File: config.mk
export PLATFORM = sky130hd
export DESIGN_NAME = pci_dataphase_tracker
export DESIGN_NICKNAME = d
export VERILOG_FILES = /design/src/rtl/pci_dataphase_tracker.sv
export SDC_FILE = /design/constraint.sdc
export NUM_CORES = 1
export LEC_CHECK = 0
export CORE_UTILIZATION = 45
export CTS_BUF_LIST = sky130_fd_sc_hd__clkbuf_4 sky130_fd_sc_hd__clkbuf_8
export DETAILED_ROUTE_END_ITERATION = 12
export PLACE_DENSITY = 0.74
export REMOVE_ABC_BUFFERS = 1
export SETUP_SLACK_MARGIN = 0.5
export SYNTH_ARGS = -nofsm -noshare
export SYNTH_HDL_FRONTEND = slang
export SYNTH_SLANG_ARGS = --single-unit
File: constraint.sdc
create_clock -name clk -period 3.5 [get_ports clk]
set_clock_uncertainty 0.15 [all_clocks]
set_input_delay 0.7 -clock clk [delete_from_list [all_inputs] [get_ports clk]]
set_output_delay 0.7 -clock clk [all_outputs]
set_load 0.01 [all_outputs]
File: src/rtl/pci_dataphase_tracker.sv
// PCI data-phase tracker: counts completed IRDY#/TRDY# phases for one burst and
// ends the burst on last phase, STOP# or wait-state watchdog.
module pci_dataphase_tracker #(
    parameter int CNT_W    = 8,
    parameter int WAIT_MAX = 16,
    parameter int WAIT_W   = 5
) (
    input  logic             clk,
    input  logic             rst_n,
    input  logic             start,
    input  logic [CNT_W-1:0] len,
    input  logic             IRDY,
    input  logic             TRDY,
    input  logic             STOP,
    output logic             busy,
    output logic [CNT_W-1:0] remaining,
    output logic [CNT_W-1:0] xfer_count,
    output logic             last_phase,
    output logic             done,
    output logic             disc,
    output logic             timeout,
    output logic             len_err
);

    typedef enum logic {
        IDLE,
        DATA
    } state_e;

    localparam bit WD_EN = (WAIT_MAX != 0);
    localparam logic [WAIT_W-1:0] WAIT_LAST =
        WAIT_W'((WAIT_MAX > 0) ? WAIT_MAX - 1 : 0);
    localparam logic [CNT_W-1:0] ONE = CNT_W'(1);

    state_e            state_q, state_d;
    logic [CNT_W-1:0]  rem_q, rem_d;
    logic [CNT_W-1:0]  xfer_q, xfer_d;
    logic [WAIT_W-1:0] wait_q, wait_d;
    logic              done_q, done_d;
    logic              disc_q, disc_d;
    logic              to_q, to_d;
    logic              lerr_q, lerr_d;
    logic              phase_ok;

    assign phase_ok = ~IRDY & ~TRDY;

    always_comb begin
        state_d = state_q;
        rem_d   = rem_q;
        xfer_d  = xfer_q;
        wait_d  = wait_q;
        done_d  = 1'b0;
        disc_d  = disc_q;
        to_d    = to_q;
        lerr_d  = 1'b0;
        unique case (state_q)
            IDLE: begin
                if (start) begin
                    if (len != '0) begin
                        state_d = DATA;
                        rem_d   = len;
                        xfer_d  = '0;
                        disc_d  = 1'b0;
                        to_d    = 1'b0;
                        wait_d  = '0;
                    end else begin
                        lerr_d = 1'b1;
                    end
                end
            end
            DATA: begin
                if (phase_ok) begin
                    rem_d  = rem_q - ONE;
                    xfer_d = xfer_q + ONE;
                    wait_d = '0;
                end else if (IRDY) begin
                    wait_d = '0;
                end
                // Priority: normal end beats STOP# on the final phase
                if (phase_ok && rem_q == ONE) begin
                    state_d = IDLE;
                    done_d  = 1'b1;
                    disc_d  = 1'b0;
                end else if (~STOP && phase_ok) begin
                    state_d = IDLE;
                    done_d  = 1'b1;
                    disc_d  = 1'b1;
                end else if (~STOP && TRDY) begin
                    state_d = IDLE;
                    done_d  = 1'b1;
                    disc_d  = 1'b1;
                end else if (WD_EN && ~IRDY && TRDY) begin
                    wait_d = wait_q + WAIT_W'(1);
                    if (wait_q == WAIT_LAST) begin
                        state_d = IDLE;
                        done_d  = 1'b1;
                        to_d    = 1'b1;
                    end
                end
            end
            default: state_d = IDLE;
        endcase
    end

    always_ff @(posedge clk or negedge rst_n) begin
        if (!rst_n) begin
            state_q <= IDLE;
            rem_q   <= '0;
            xfer_q  <= '0;
            wait_q  <= '0;
            done_q  <= 1'b0;
            disc_q  <= 1'b0;
            to_q    <= 1'b0;
            lerr_q  <= 1'b0;
        end else begin
            state_q <= state_d;
            rem_q   <= rem_d;
            xfer_q  <= xfer_d;
            wait_q  <= wait_d;
            done_q  <= done_d;
            disc_q  <= disc_d;
            to_q    <= to_d;
            lerr_q  <= lerr_d;
        end
    end

    assign busy       = (state_q == DATA);
    assign last_phase = (state_q == DATA) && (rem_q == ONE);
    assign remaining  = rem_q;
    assign xfer_count = xfer_q;
    assign done       = done_q;
    assign disc       = disc_q;
    assign timeout    = to_q;
    assign len_err    = lerr_q;

endmodule

* Yosys cells after proc, flatten, opt, wreduce, memory -nomap -nowiden
Index checks and enable logic that the tools add are counted.
Widths: inputs -> output; s select.
** Storage, ports and cells
- Flip-flop bits (word level) :: 26
- Latch bits :: 0
- Memory bits (writable) :: 0
- ROM bits :: 0
- Input bits :: 14
- Output and inout bits :: 22
- Logic and storage cells :: 83
- Memories kept :: 0
** Operators by class
- Add/sub/neg operators :: 3
- Multiply operators :: 0
- Div/mod/pow operators :: 0
- Order comparisons :: 0
- Eq/ne operators :: 11
- Shifts and indexed selects :: 0
- Muxes and demuxes :: 46
- Bitwise operators :: 5
- Reductions and logical operators :: 10
** Operators by type and width (count)
- $mux 8 :: 6
- $mux 5 :: 8
- $pmux 8 s2 :: 2
- $mux 1 :: 26
- $ne 2x2->1 const B :: 5
- $pmux 5 s2 :: 1
- $add 8x1->8 const B :: 1
- $eq 8x1->1 const B :: 1
- $reduce_bool 8->1 :: 1
- $sub 8x1->8 const B :: 1
- $reduce_and 7->1 :: 1
- $ne 2x1->1 const B :: 3
- $pmux 1 s2 :: 3
- $reduce_and 3->1 :: 2
- $add 5x1->5 const B :: 1
- $eq 5x4->1 const B :: 1
- $logic_and 1x1->1 :: 5
- $ne 4x1->1 const B :: 1
- $not 1->1 :: 4
- $reduce_and 2->1 :: 1
- $and 1x1->1 :: 1

* Logic depth before layout (Yosys ltp)
Gate-level depths: netlist of the first run.
- Word-level depth :: 8
- Gate-level depth with buffers :: 7
- Depth with buffers taken out :: 7

* Worst setup path before layout of the first run
Ideal clock, no wire load.
- Kind :: register -> output
- Start point :: register rem_q[4], in the netlist remaining[4]
- End point :: output port last_phase
- Arrival :: 1.413 ns
- Data required time :: 2.650 ns
- Setup slack :: 1.237 ns
- Cell stages (with the launch flop) :: 3
- Path buffers :: 0
- Path through :: dfrtp_1 -> or4_1 -> nor4_1
** On the way
- Cells in the longest elaborated chain, start to end :: 2
** RTL lines
- from (decl) :: line 36 : logic [CNT_W-1:0] rem_q, rem_d;
- from (signal assigned) :: line 117 : rem_q <= rem_d;
- $eq 8x1->1 :: line 128 : assign last_phase = (state_q == DATA) && (rem_q == ONE);
- $logic_and 1x1->1 :: line 128
- to (decl) :: line 18 : output logic last_phase,
No other way between the ends.

* Final worst setup path of the first run
- Start point :: input port start
- End point :: register rem_q[5], in the netlist remaining[5]
** On the way
- Cells in the longest elaborated chain, start to end :: 2
** RTL lines
- from (decl) :: line 10 : input logic start,
- $ne 2x2->1 (no source line)
- $reduce_and 3->1 (no source line)
No other way between the ends.
A chain may end at the register's enable or synchronous reset.

==> results.sh, run 1 <==
export IMPL_vdd_drop_max_mv=0.294
export IMPL_syn_area_sq_mm=0.00146
export IMPL_drv_cap=0
export IMPL_nets=204
export IMPL_synth_ff_type="dfrtp_1"
export IMPL_via_per_inst=5.82
export IMPL_syn_area_per_cell_sq_um=9.81
export IMPL_n_antenna_cell=0
export IMPL_power_frac_comb_pct=37.0
export IMPL_dr_total_vias=1326
export IMPL_gr_max_usage_layer="met2"
export IMPL_leakagePower_nw=0.778
export IMPL_hold_violations=0
export IMPL_p_per_area_mw_per_mm2=504
export IMPL_drive_above_1_share_pct=7.61
export IMPL_clkSinkCount=26
export IMPL_h_tree_depth=1
export IMPL_final_setup_tns_ps=0
export IMPL_worstSetupPathType="in -> reg"
export IMPL_critPathMaxStageDelay_ps=850
export IMPL_netSwitchingFraction_pct=35.9
export IMPL_rows=20
export IMPL_n_fill_cell=264
export IMPL_post_drt_wl_per_cell_um=15.3
export IMPL_fmax_mhz=368
export IMPL_fin_area_sq_mm=0.00190
export IMPL_area_growth_pct=30.1
export IMPL_hold_path_class="reg -> reg"
export IMPL_antenna_found_initial=0
export IMPL_min_period_ps=2720
export IMPL_arrival_ps=2790
export IMPL_start_util_pct=47.5
export IMPL_cts_inserted_buffers=3
export IMPL_slew_headroom_pct=32.1
export IMPL_clk_latency_ps=320
export IMPL_end_kind="register"
export IMPL_drc=0
export IMPL_grt_use_total_pct=22.7
export IMPL_antenna_left=0
export IMPL_initialDrtViolationCount=86
export IMPL_tritoncts="yes"
export IMPL_clk_pin_slew_ps=140
export IMPL_post_cts_repair_setup_buffers=0
export IMPL_dpl_hpwl_mm=2.56
export IMPL_met1_usage_pct=32.2
export IMPL_power_frac_clock_pct=16.0
export IMPL_path_cells="clkdlybuf4s50_1, nor2b_1, a21boi_1, nor2_1, a221o_1"
export IMPL_clockRootBuffer="clkbuf_4"
export IMPL_grtUsageMet3_pct=2.62
export IMPL_path_max_fanout=13
export IMPL_die_area_sq_mm=0.00348
export IMPL_gp_congestion=0.836
export IMPL_setup_viol=0
export IMPL_p_int_w=0.000614
export IMPL_io_pins=36
export IMPL_power_frac_seq_pct=47.0
export IMPL_die_width_um=59.0
export IMPL_port_buffers=35
export IMPL_die_y_um=59.0
export IMPL_ys_warn_count=0
export IMPL_synthCells=149
export IMPL_maxSlewViolCount=0
export IMPL_design_core_area_sq_mm=0.00308
export IMPL_slowest_stage="a21boi_1"
export IMPL_grt_first_pass_wirelength_mm=5.98
export IMPL_crit_required_ps=3570
export IMPL_grt_max_degree=27
export IMPL_ys_ff_latch=26
export IMPL_switching_power_w=0.000344
export IMPL_worst_setup_path_start_kind="input pin"
export IMPL_dr_pass1_iters=4
export IMPL_dpl_cell_area_sq_mm=0.00186
export IMPL_status="finished, final reports clean"
export IMPL_worst_slew_pin_slew_ps=1020
export IMPL_first_global_vias=1240
export IMPL_synth_distinct_cells=48
export IMPL_wl_mm=3.48
export IMPL_rsz0062_at_grt="no"
export IMPL_use_met2_pct=37.2
export IMPL_fin_crit_sh_pct=77.7
export IMPL_ys_seq_area_share_pct=44.5
export IMPL_grt_overflow=0
export IMPL_cts_max_path_buffers=2
export IMPL_synthArstFlopShare_pct=100
export IMPL_synth_edf_count=0
## Yosys cell counts, types with 4 or more instances
cell type,n,area [sq um]
ha_1,5,62.6
o21ai_0,4,20.0
dfrtp_1,26,651
nor2_1,13,48.8
xnor2_1,6,52.6
nor4_1,7,43.8
nor2b_1,4,25.0
inv_1,7,26.3
a21oi_1,6,30.0
nor3_1,6,30.0
nand3_1,4,20.0
## area by class of cell
| cell class | count | area [sq um] | share of cell area [%] |
|---|---|---|---|
| inverters | 7 | 26.3 | 1.38 |
| flip-flops and latches | 26 | 651 | 34.2 |
| multi-input cells | 109 | 761 | 40.0 |
| repair buffers | 38 | 372 | 19.6 |
| clock buffers | 4 | 36.3 | 1.91 |
| well taps | 44 | 55.1 | 2.90 |
## sequential cells by signal (all words and copies together) (netlist names)
| signal | cells |
|---|---|
| xfer_count | 8 |
| disc | 1 |
| busy | 1 |
| timeout | 1 |
| len_err | 1 |
| wait_q | 5 |
| done | 1 |
| remaining | 8 |
## power groups by stage
stage               Clock, W  Sequential, W  Combinational, W
floorplan                  0       0.000458          0.000153
finish              0.000153       0.000450          0.000355
global placement           0       0.000447          0.000346
CTS                 0.000157       0.000448          0.000355
global route        0.000168       0.000465          0.000386
detailed placement         0       0.000452          0.000352
## through the flow
stage	setup WS [ps]	power (W)	instances	utilization (%)	hold WS, ps
2_1_floorplan	1240	0.000611	142	-	254
3_3_place_gp	574	0.000793	224	60.3	311
3_5_place_dp	465	0.000804	224	60.3	325
4_1_cts	778	0.000960	228	61.7	357
5_1_grt	621	0.00102	228	61.7	377
6_report	782	0.000958	228	61.7	353
## layer usage
layer	share of wire [%]	vias up	wire (um)
met4	0.43	0	15
met2	49	45	1720
li1	-	626	-
met3	5.3	2	185
met1	45	653	1560
met5	0	-	0
## cells by family (layout without fill, tap and decap cells)
family	after synthesis	in the layout	synth area share, %
and+or+nand+nor	57	57	22.9
AOI/OAI and AO/OA	38	38	18.7
DFF	26	26	44.5
buffers and inverters	14	49	4.11
xor gates and xnor gates	8	8	4.79
adders and majority gates	5	5	4.28
muxes	1	1	0.770
## repair_timing
action,4_1_cts,5_1_grt
endpoints found under the setup margin,1,0
gates resized for setup,3,0
hold buffers,0,0
## worst max-delay path: cells and delay by family
| family | cells | cell delay (ps) |
|---|---|---|
| buf+inv | 1 | 480 |
| simple gates | 2 | 400 |
| compound gates | 2 | 1200 |
## path summary, 6_finish.rpt
| check | slack [ps] | from | to | cells after the start |
|---|---|---|---|---|
| max in group asynchronous | 2370 | rst_n | disc | 2 |
| worst min register to register | 350 | wait_q[4] | wait_q[4] | 1 |
| worst min-delay path | 350 | wait_q[4] | wait_q[4] | 1 |
| worst max register to register | 1060 | busy | remaining[5] | 5 |
| worst max-delay path | 780 | start | remaining[5] | 5 |
| min in group asynchronous | 580 | rst_n | remaining[5] | 2 |
## layout by cell type (no fill, tap or decap), types with 2 or more instances in the layout
cell type,synthesis,final
a221o_1,2,2
nand2b_1,3,3
xor2_1,2,2
a21oi_1,6,6
a31oi_1,3,3
clkdlybuf4s50_1,0,34
a211oi_1,2,2
nand2_1,3,3
nor4_1,7,6
nand3_1,4,4
o21bai_1,3,3
buf_4,1,3
clkbuf_4,0,3
nor2b_1,4,4
nor3_1,6,6
o21ai_0,4,4
and3_1,2,2
nor2_1,13,13
a21boi_1,2,2
nand3b_1,2,2
ha_1,5,5
o32ai_1,2,2
nor3b_1,2,2
a21o_1,3,3
nand4_1,3,3
dfrtp_1,26,26
xnor2_1,6,6
inv_1,7,7
(Power assumes the default switching activity.)
==> run 2, diff against run 1 <==
- clock period: 3.5 -> 2.6 ns (I/O delays scaled with it)
==> results.sh, run 2 (same netlist as run 1, synthesis figures left out) <==
export IMPL_status="finished, final reports clean"
export IMPL_area_growth_pct=37.8
export IMPL_tritoncts="yes"
export IMPL_crit_required_ps=1930
export IMPL_drv_cap=0
export IMPL_arrival_ps=1610
export IMPL_nets=214
export IMPL_rows=20
export IMPL_vdd_drop_max_mv=0.382
export IMPL_dpl_hpwl_mm=2.75
export IMPL_die_area_sq_mm=0.00348
export IMPL_clockRootBuffer="clkbuf_4"
export IMPL_grt_first_pass_wirelength_mm=6.25
export IMPL_layout_common_cells="clkdlybuf4s50_1, dfrtp_1, nor2_1, buf_4, inv_1"
export IMPL_slew_headroom_pct=66.1
export IMPL_fin_crit_sh_pct=87.7
export IMPL_end_kind="output pin"
export IMPL_via_per_inst=5.86
export IMPL_clkSinkCount=26
export IMPL_path_buf_inv=1
export IMPL_critPathMaxStageDelay_ps=570
export IMPL_dr_total_vias=1395
export IMPL_power_frac_clock_pct=14.8
export IMPL_fmax_mhz=439
export IMPL_dpl_cell_area_sq_mm=0.00192
export IMPL_p_int_w=0.000878
export IMPL_gp_congestion=0.827
export IMPL_clk_pin_slew_ps=130
export IMPL_cp_top_family="simple AND/OR/NAND/NOR gates"
export IMPL_layout_commonest_cell="clkdlybuf4s50_1"
export IMPL_start_util_pct=47.5
export IMPL_port_buffers=35
export IMPL_antenna_found_initial=0
export IMPL_cts_max_path_buffers=2
export IMPL_die_width_um=59.0
export IMPL_path_cells="or4_4, nor4_4, buf_2"
export IMPL_antenna_left=0
export IMPL_utilization_pct=65.4
export IMPL_clk_latency_ps=320
export IMPL_min_period_ps=2280
export IMPL_io_pins=36
export IMPL_h_tree_depth=1
export IMPL_n_antenna_cell=0
export IMPL_setup_viol=0
export IMPL_cts_inserted_buffers=3
export IMPL_worstSetupPathType="reg -> out"
export IMPL_final_setup_tns_ps=0
export IMPL_worst_slew_pin_slew_ps=507
export IMPL_drive_above_1_share_pct=14.4
export IMPL_die_y_um=59.0
export IMPL_rsz0062_at_grt="yes"
export IMPL_worst_setup_path_start_kind="register"
export IMPL_dr_pass1_iters=4
export IMPL_setup_slack_ps=321
export IMPL_leakagePower_nw=0.849
export IMPL_first_global_vias=1319
export IMPL_fin_area_sq_mm=0.00201
export IMPL_post_drt_wl_per_cell_um=15.7
export IMPL_initialDrtViolationCount=86
export IMPL_switching_power_w=0.000478
export IMPL_total_power_w=0.00136
export IMPL_grt_use_total_pct=24.2
export IMPL_hold_path_class="reg -> reg"
export IMPL_grt_max_degree=27
export IMPL_netSwitchingFraction_pct=35.2
export IMPL_path_max_fanout=2
export IMPL_grt_overflow=0
export IMPL_preCtsSetupSlack_ps=6.99
export IMPL_power_frac_comb_pct=44.4
export IMPL_slowest_stage="or4_4"
export IMPL_design_core_area_sq_mm=0.00308
export IMPL_wl_mm=3.74
export IMPL_power_frac_seq_pct=40.8
export IMPL_maxSlewViolCount=0
export IMPL_hold_violations=0
export IMPL_drc=0
export IMPL_p_per_area_mw_per_mm2=673
==> run 2: changes by cell type in the layout (fill, tap and decap cells not counted) <==
cell             change
buf_2                +1
dfrtp_2              +1
buf_4                +9
nor4_4               +2
dlymetal6s2s_1       +3
buf_6                +1
dlygate4sd2_1        -1
dfrtp_1              -1
nor4_1               -2
clkdlybuf4s50_1      -3
==> run 2: worst reg2reg max path, stage by stage (launching register included) <==
cell and delay (ps):
dfrtp_1 380, buf_6 180, or3b_1 530, nor4_1 420, a21o_1 170, nor2b_1 50
==> run 2: path summary, 6_finish.rpt <==
| kind | to | startpoint | depth (start not counted) | slack (ps) |
|---|---|---|---|---|
| max in group asynchronous | remaining[5] | rst_n | 2 | 1650 |
| worst min register to register | wait_q[4] | wait_q[4] | 1 | 360 |
| worst max-delay path | last_phase | remaining[6] | 3 | 320 |
| worst min-delay path | wait_q[4] | wait_q[4] | 1 | 360 |
| min in group asynchronous | len_err | rst_n | 2 | 390 |
| worst max register to register | busy | busy | 5 | 630 |
==> run 2: cell type report <==
class,instances,area [sq um]
flip-flops and latches,26,652
multi-input cells,109,791
inverters,7,26.3
repair buffers,48,454
well taps,44,55.1
clock buffers,4,36.3
fillers,256,1060
==> run 2: power by group through the flow <==
stage | clock (W) | combinational [W] | sequential [W]
after CTS | 0.000209 | 0.000598 | 0.000552
after floorplan | 0 | 0.000206 | 0.000617
after detailed placement | 0 | 0.000560 | 0.000562
after global placement | 0 | 0.000548 | 0.000556
after global routing | 0.000228 | 0.000640 | 0.000564
final | 0.000200 | 0.000602 | 0.000554
==> run 2: metrics by stage <==
stage	instances	hold WS [ps]
floorplan	142	74.4
global placement	232	313
detailed placement	232	321
CTS	238	352
global route	238	391
finish	238	356
==> run 2: repair_timing <==
| action | in CTS | in global routing |
|---|---|---|
| hold endpoints to repair | 0 | 0 |
| hold buffers | 0 | 0 |
| pin swaps | 0 | 1 |
| resized for setup | 9 | 6 |
| setup endpoints to repair | 11 | 9 |
| gates cloned | 0 | 0 |
| buffers inserted | 2 | 0 |
==> run 2: per-layer routing <==
| metal | track usage [%] | wire length (um) |
|---|---|---|
| met5 | 0 | 0 |
| met1 | 31.6 | 1590 |
| met3 | 2.84 | 214 |
| met4 | 8.16 | 48 |
| met2 | 41.7 | 1880 |
